File: config.mk
export PLATFORM = sky130hd
export DESIGN_NAME = cal_sat_requant
export DESIGN_NICKNAME = d
export VERILOG_FILES = /design/src/rtl/cal_sat_requant.sv
export SDC_FILE = /design/constraint.sdc
export NUM_CORES = 1
export LEC_CHECK = 0
export BUFFER_PORTS_ARGS = -buffer_cell sky130_fd_sc_hd__buf_2
export CAP_MARGIN = 20
export CELL_PAD_IN_SITES_DETAIL_PLACEMENT = 1
export CELL_PAD_IN_SITES_GLOBAL_PLACEMENT = 1
export CORE_MARGIN = 4
export CORE_UTILIZATION = 46
export CTS_CLUSTER_DIAMETER = 80
export DETAILED_ROUTE_END_ITERATION = 7
export GPL_TIMING_DRIVEN = 0
export HOLD_SLACK_MARGIN = 0.06
export PLACE_DENSITY = 0.85
export SLEW_MARGIN = 40
export SYNTH_ARGS = -nofsm -noshare
export SYNTH_HDL_FRONTEND = slang
export SYNTH_SLANG_ARGS = --single-unit
File: constraint.sdc
create_clock -name clk -period 3.6 [get_ports clk]
set_clock_uncertainty 0.1 [all_clocks]
set_input_delay 0 -clock clk [delete_from_list [all_inputs] [get_ports clk]]
set_output_delay 0 -clock clk [all_outputs]
set_load 0.1 [all_outputs]
File: src/rtl/cal_sat_requant.sv
// Multi-lane requantiser: arithmetic shift (optional round-half-up), optional ReLU, signed saturation IN_W->OUT_W.
// Latency: 2 register stages (S1 shift/round, S2 relu/saturate/output); 1 beat per cycle.
// Backpressure: a single stall enable (!m_valid | m_ready) freezes both stages; s_ready mirrors it.
module cal_sat_requant #(
    parameter int IN_W    = 16,
    parameter int OUT_W   = 4,
    parameter int CH      = 4,
    parameter int SHIFT_W = 4,
    parameter int CNT_W   = 16
) (
    input  logic                  clk,
    input  logic                  rst_n,
    input  logic [SHIFT_W-1:0]    cfg_shift,
    input  logic                  cfg_round,
    input  logic                  cfg_relu,
    input  logic                  s_valid,
    output logic                  s_ready,
    input  logic [CH*IN_W-1:0]    s_data,
    output logic                  m_valid,
    input  logic                  m_ready,
    output logic [CH*OUT_W-1:0]   m_data,
    output logic [CH-1:0]         m_sat,
    input  logic                  sat_clr,
    output logic [CNT_W-1:0]      sat_cnt
);

    localparam logic signed [IN_W:0] RND_ONE = {{IN_W{1'b0}}, 1'b1};
    localparam logic [SHIFT_W-1:0]   SH_ONE  = {{(SHIFT_W-1){1'b0}}, 1'b1};
    localparam logic signed [IN_W:0] MAXP    = {{(IN_W+2-OUT_W){1'b0}}, {(OUT_W-1){1'b1}}};
    localparam logic signed [IN_W:0] MINN    = {{(IN_W+2-OUT_W){1'b1}}, {(OUT_W-1){1'b0}}};
    localparam logic [OUT_W-1:0]     OUT_MAX = {1'b0, {(OUT_W-1){1'b1}}};
    localparam logic [OUT_W-1:0]     OUT_MIN = {1'b1, {(OUT_W-1){1'b0}}};

    logic                  adv;
    logic                  v1;
    logic                  relu1;
    logic signed [IN_W:0]  y1      [CH];
    logic signed [IN_W:0]  s1_next [CH];
    logic signed [IN_W:0]  rnd_add;
    logic [CH*OUT_W-1:0]   s2_dat;
    logic [CH-1:0]         s2_sat;
    logic [CNT_W:0]        pop;
    logic [CNT_W:0]        cnt_sum;

    assign adv     = !m_valid || m_ready;
    assign s_ready = adv;

    // One extra bit of headroom so max-positive input plus the rounding term cannot wrap.
    always_comb begin
        rnd_add = '0;
        if (cfg_round && (cfg_shift != '0)) begin
            rnd_add = RND_ONE <<< (cfg_shift - SH_ONE);
        end
        for (int i = 0; i < CH; i++) begin
            s1_next[i] = ($signed({s_data[i*IN_W+IN_W-1], s_data[i*IN_W +: IN_W]}) + rnd_add)
                         >>> cfg_shift;
        end
    end

    // Range check uses the full-width value so large magnitudes never alias into range.
    always_comb begin
        s2_dat = '0;
        s2_sat = '0;
        for (int i = 0; i < CH; i++) begin
            if (relu1 && y1[i][IN_W]) begin
                s2_dat[i*OUT_W +: OUT_W] = '0;
            end else if (y1[i] > MAXP) begin
                s2_dat[i*OUT_W +: OUT_W] = OUT_MAX;
                s2_sat[i]                = 1'b1;
            end else if (y1[i] < MINN) begin
                s2_dat[i*OUT_W +: OUT_W] = OUT_MIN;
                s2_sat[i]                = 1'b1;
            end else begin
                s2_dat[i*OUT_W +: OUT_W] = y1[i][OUT_W-1:0];
            end
        end
    end

    always_ff @(posedge clk or negedge rst_n) begin
        if (!rst_n) begin
            v1      <= 1'b0;
            relu1   <= 1'b0;
            for (int i = 0; i < CH; i++) begin
                y1[i] <= '0;
            end
            m_valid <= 1'b0;
            m_data  <= '0;
            m_sat   <= '0;
        end else if (adv) begin
            v1 <= s_valid;
            if (s_valid) begin
                relu1 <= cfg_relu;
                for (int i = 0; i < CH; i++) begin
                    y1[i] <= s1_next[i];
                end
            end
            m_valid <= v1;
            if (v1) begin
                m_data <= s2_dat;
                m_sat  <= s2_sat;
            end
        end
    end

    always_comb begin
        pop = '0;
        for (int i = 0; i < CH; i++) begin
            pop = pop + {{CNT_W{1'b0}}, m_sat[i]};
        end
        cnt_sum = {1'b0, sat_cnt} + pop;
    end

    // Counted only on the output handshake so a stalled beat contributes exactly once.
    always_ff @(posedge clk or negedge rst_n) begin
        if (!rst_n) begin
            sat_cnt <= '0;
        end else if (sat_clr) begin
            sat_cnt <= '0;
        end else if (m_valid && m_ready) begin
            sat_cnt <= cnt_sum[CNT_W] ? {CNT_W{1'b1}} : cnt_sum[CNT_W-1:0];
        end
    end

endmodule
# Word level (Yosys, flattened, before mapping)
# Index checks and enable logic that the tools add are counted.
# Widths: inputs -> output; s select.
# totals
in_bits,75
elab_cells,72
latchBits,0
ramBits,0
memories,0
output_inout_bits,38
romBits,0
ff_bits,107
# op_classes
shift,5
n_div,0
n_reduce_logical,12
order_cmp,8
n_mux,28
multipliers,0
bitwise_logic,0
addsub,9
eq_ne,0
# op_table
operator,count
$add 16x17->17,4
$gt 17x4->1 const B,4
$lt 17x4->1 const B,4
$sshr 17x4->17,4
$mux 16,3
$mux 4,12
$add 16x4->17,1
$mux 17,1
$sshl 2x4->17 const A,1
$mux 1,12
$logic_and 1x1->1,6
$add 3x1->4,1
$reduce_and 2->1,2
$reduce_bool 4->1,1
$sub 4x1->4 const B,1
$add 2x1->3,1
$add 1x1->2,1
$reduce_bool 2->1,1
$logic_not 1->1,1
$logic_or 1x1->1,1

# Depth between registers and ports, before layout
# logic_depth
word_depth,7
depth_mapped,20
ltp_nobuf,15

# Worst setup path after synthesis
# Ideal clock, no wire load.
# synth_path
kind,input port to flip-flop
start,in cfg_shift[2]
end,reg y1[44] (netlist name)
required_ns,3.374
n_path_buf,5
arrival_ns,3.755
setup_ns,0.126
path_stages,17
path_slack_ns,-0.381
path_cell_list,buf_2 > buf_2 > buf_1 > clkbuf_1 > clkbuf_1 > nand3_1 > nor2_1 > ha_1 > and3_1 > and3_1 > a221o_1 > a31oi_1 > xnor2_1 > nand3_1 > o221a_2 > and3_1 > a221o_1
# synth_between
elab_chain_len,5
word_cells_on_any_way,7
classes_between,add/sub: 2; shift: 2; mux: 1; reduce/logical: 2
# synth_lines
item,line,rtl
start: declaration,13,"input logic [SHIFT_W-1:0] cfg_shift,"
$sub 4x1->4 / $reduce_bool 4->1 (equally long branches),"52, 51",
$sshl 2x4->17 / $logic_and 1x1->1 (equally long branches),"52, 51",
$mux 17,51,if (cfg_round && (cfg_shift != '0)) begin
$add 16x17->17,55,"s1_next[i] = ($signed({s_data[i*IN_W+IN_W-1], s_data[i*IN_W +: IN_W]}) + rnd_add)"
$sshr 17x4->17 (*),55,
end signal: indexed assignment,94,y1[i] <= s1_next[i];
end: declaration,37,logic signed [IN_W:0] y1 [CH];
# Every way passes the cells marked *; elsewhere a longest branch is shown, timed or not.
# A chain may end at the register's enable or synchronous reset.

# Final worst setup path
# layout_path
start,in cfg_shift[1]
end,reg y1[44] (netlist name)
# Same word-level chain as after synthesis.

==> out/metrics.cfg <==
[timing]
slew_headroom_pct = 38.4
final.period_utilization_pct = 99.9
worst_hold_slack_ns = 0.0569
setup_slack_ns = 0.00308
final_max_slew_viol_count = 0
finalWorstPathRequiredPeriod_ns = 3.60
fmax_mhz = 278
report.final.hold_viol_count = 0
timing.setup.tns_ns = 0
rsz_0062_raised_after_global_routing = true
worstMarginPinSlew_ns = 0.924
final-setup-viol-count = 0

[place]
placed_cells = 1990
dpl_worst_slack_ns = -2.07
total_cell_area_at_the_placement_stage_mm2 = 0.0128
port_buffers = 103
hpwl_mm = 43.0
routabilityCongestion = 1.03

[hold_path]
hold_path.class = in2async

[outcome]
run_status = complete, no violations

[routing]
first_iter_violations = 1330
drt_first_pass_iters = 8
routed_via_density = 6.95
postRouteAntennaNets = 0
vias = 14300
wl_per_cell_um = 28.3
routed_wirelength_mm = 58.1
drc_errors = 0

[synthesis]
postSynthCellCount = 1553
postSynthAreaPerCell_um2 = 7.59
ys_types = 104
asyncSetResetFlopFracSynth_pct = 100
ys_ff_latch = 107
synth.cell_area_mm2 = 0.0118
synth_top_area_cells = dfrtp_1, nand2_1, nor2_1, ha_1, a21oi_1
synth-warning-count = 0
yosysTopAreaCellShare_pct = 22.7
ys_seq_area_share_pct = 22.7
synth_edf_count = 0
synth_flop_cell = dfrtp_1
synth_largest_area_cell = dfrtp_1
synth.top_cells.by_count = nand2_1, nor2_1, a21oi_1, dfrtp_1, o21ai_0

[clocking]
cts_clock_pin_slew_for_the_worst_setup_and_hold_paths_ns = 0.07
clock_tree_from_tritoncts = done
cts.path.max_buffers = 2
ctsHtreeMaxLevel = 3
ctsRootBufferMaster = clkbuf_16
cts_bufs_inserted = 9
clock-sinks = 107
clk_latency_ns = 0.35

[floorplan]
fp.dieArea_mm2 = 0.0282
design.portCount = 113
std_cell_rows = 58
initial_core_util_pct = 46.8
horizontal_die_dimension_um = 168
core-area_mm2 = 0.0252
die_y_um = 168

[power]
leakage_power_summed_over_all_cells_nw = 6.17
max-vdd-ir-drop_mv = 0.618
power_per_cell_area_mw_per_mm2 = 371
post-layout-total-power_mw = 5.49

[critical_path]
setup.worst_path.start_class = input port
reg2reg_slack_ns = 0.18
r2r_cells = 12
arrival_ns = 3.73
critical_path.cell_chain = buf_2 -> clkbuf_4 -> nor2_1 -> clkbuf_1 -> and3_1 -> a2bb2oi_4 -> or2_4 -> a31oi_4 -> xnor2_4 -> nand3_1 -> o221a_2 -> and3_1 -> a221o_1
worst_path_most_repeated_cell = and3_1
crit_path_top_delay_cell = clkbuf_1
cp.required_ns = 3.73
worst_r2r_endpoint = sat_cnt[7]
critical_path.endpoint_type = register
worst_reg2reg_startpoint = m_sat[0]
cp_slowest_stage_delay_ns = 0.75
worst-path-max-fanout = 10
worst-setup-path-type = in2reg

[global_routing]
grt_pass1_wl_mm = 86.5
grt_pass1_vias = 14500
grt_usage_pct = 38.9
grt_max_degree = 57
overflow = 0
antenna_found_initial = 0

[finish]
final_layout_size_suffix_gt1_share_pct = 23.7
multiInputGateArea_mm2 = 0.00960
diodes = 0
layout.core_utilization_pct = 58.7
seq_area_mm2 = 0.00268
filler_cell_count = 3108
finish.cell_count_without_fillers = 2056
finalNetCount = 1848
fin_area_mm2 = 0.0148
flow.area_growth_from_synthesis_pct = 25.4

[flow_run]
timing.max_cap.violations = 0

## what timing repair did
| item | in CTS | in global routing |
|---|---|---|
| hold buffers | 4 | 0 |
| hold endpoints to repair | 115 | 0 |
| resized for setup | 142 | 116 |
| pin swaps | 25 | 38 |
| setup buffers | 30 | 25 |
| setup endpoints to repair | 80 | 74 |
## cell families (layout without fill, tap and decap cells)
kind of cell / Yosys count / after routing / share of synthesized area (%)
XOR/XNOR: 71 / 71 / 5.34
multiplexers: 69 / 69 / 6.45
AO/OA/AOI/OAI: 541 / 541 / 31.6
adder cells (fa/ha/maj): 57 / 57 / 6.14
AND/OR/NAND/NOR: 563 / 563 / 22.8
flip-flops: 107 / 107 / 22.7
other: 1 / 4 / 0.0318
buffers and inverters: 144 / 314 / 4.92
## final cells by class
type	instances	share of cell area, %
multi-input combinational	1305	65.0
sequential	107	18.1
timing repair buffer	163	7.17
buffer	104	4.12
tap	330	2.79
clock buffer	12	1.67
inverter	31	0.788
clock inverter	4	0.347
## flip-flops by register name (all words and copies together), names as in the netlist
signal / flops
y1: 68
m_data: 16
sat_cnt: 16
m_sat: 4
m_valid: 1
relu1: 1
v1: 1
## layout by cell type (no fill, tap or decap), types with 9 or more instances in the layout
master	count
a221o_1	10
nand4_1	22
a21oi_2	15
nand2b_1	15
xnor2_1	34
a211oi_1	25
buf_2	110
a31oi_1	18
o211ai_1	25
nor3_1	25
clkbuf_16	10
nor2_1	157
a21oi_1	104
nor2_4	14
inv_1	29
dfrtp_1	104
mux2i_1	41
o21ai_0	95
ha_1	35
buf_4	53
ha_2	10
xor2_1	16
mux2_2	14
a21o_1	35
o221ai_1	13
xor2_2	10
buf_1	10
nor4_1	13
o22ai_1	14
clkbuf_1	63
and2_1	16
o21ai_1	17
nand3_1	35
nor2b_1	9
nand2_1	169
and3_1	15
## worst max-delay path, delay by kind of cell
kind	cells	cell delay [ns]
and+or+nand+nor	5	1.37
buffers and inverters	3	1.10
AOI/OAI and AO/OA	4	0.94
xor gates and xnor gates	1	0.32
## layer usage
layer,vias up,routed length (um),track usage [%],share of wire (%)
met4,0,4080,22.4,7.0
met1,7010,22500,50.2,39
met3,246,5060,5.68,8.7
met2,888,26400,62.2,46
li1,6147,-,-,-
met5,-,0,0,0
## report_power, final
| part | internal, mW | switching [mW] | total [mW] | leakage, nW |
|---|---|---|---|---|
| combinational | 0.797 | 1.96 | 2.76 | 4.72 |
| sequential | 1.46 | 0.243 | 1.70 | 1.31 |
| clock | 0.562 | 0.467 | 1.03 | 0.143 |
## how the worst max path moves through the flow
stage	start	end	slack [ns]	cells after the start
after detailed placement	cfg_shift[2]	y1[4]	-2.07	19
after global placement	cfg_shift[2]	y1[4]	-1.97	19
after CTS	cfg_shift[0]	y1[23]	0.001	17
final	cfg_shift[1]	y1[44]	0.003	13
after global routing	cfg_shift[2]	y1[13]	-0.11	20
after floorplan	cfg_shift[2]	y1[44]	-0.07	17
Note: power is estimated with default switching activity, not from simulation.
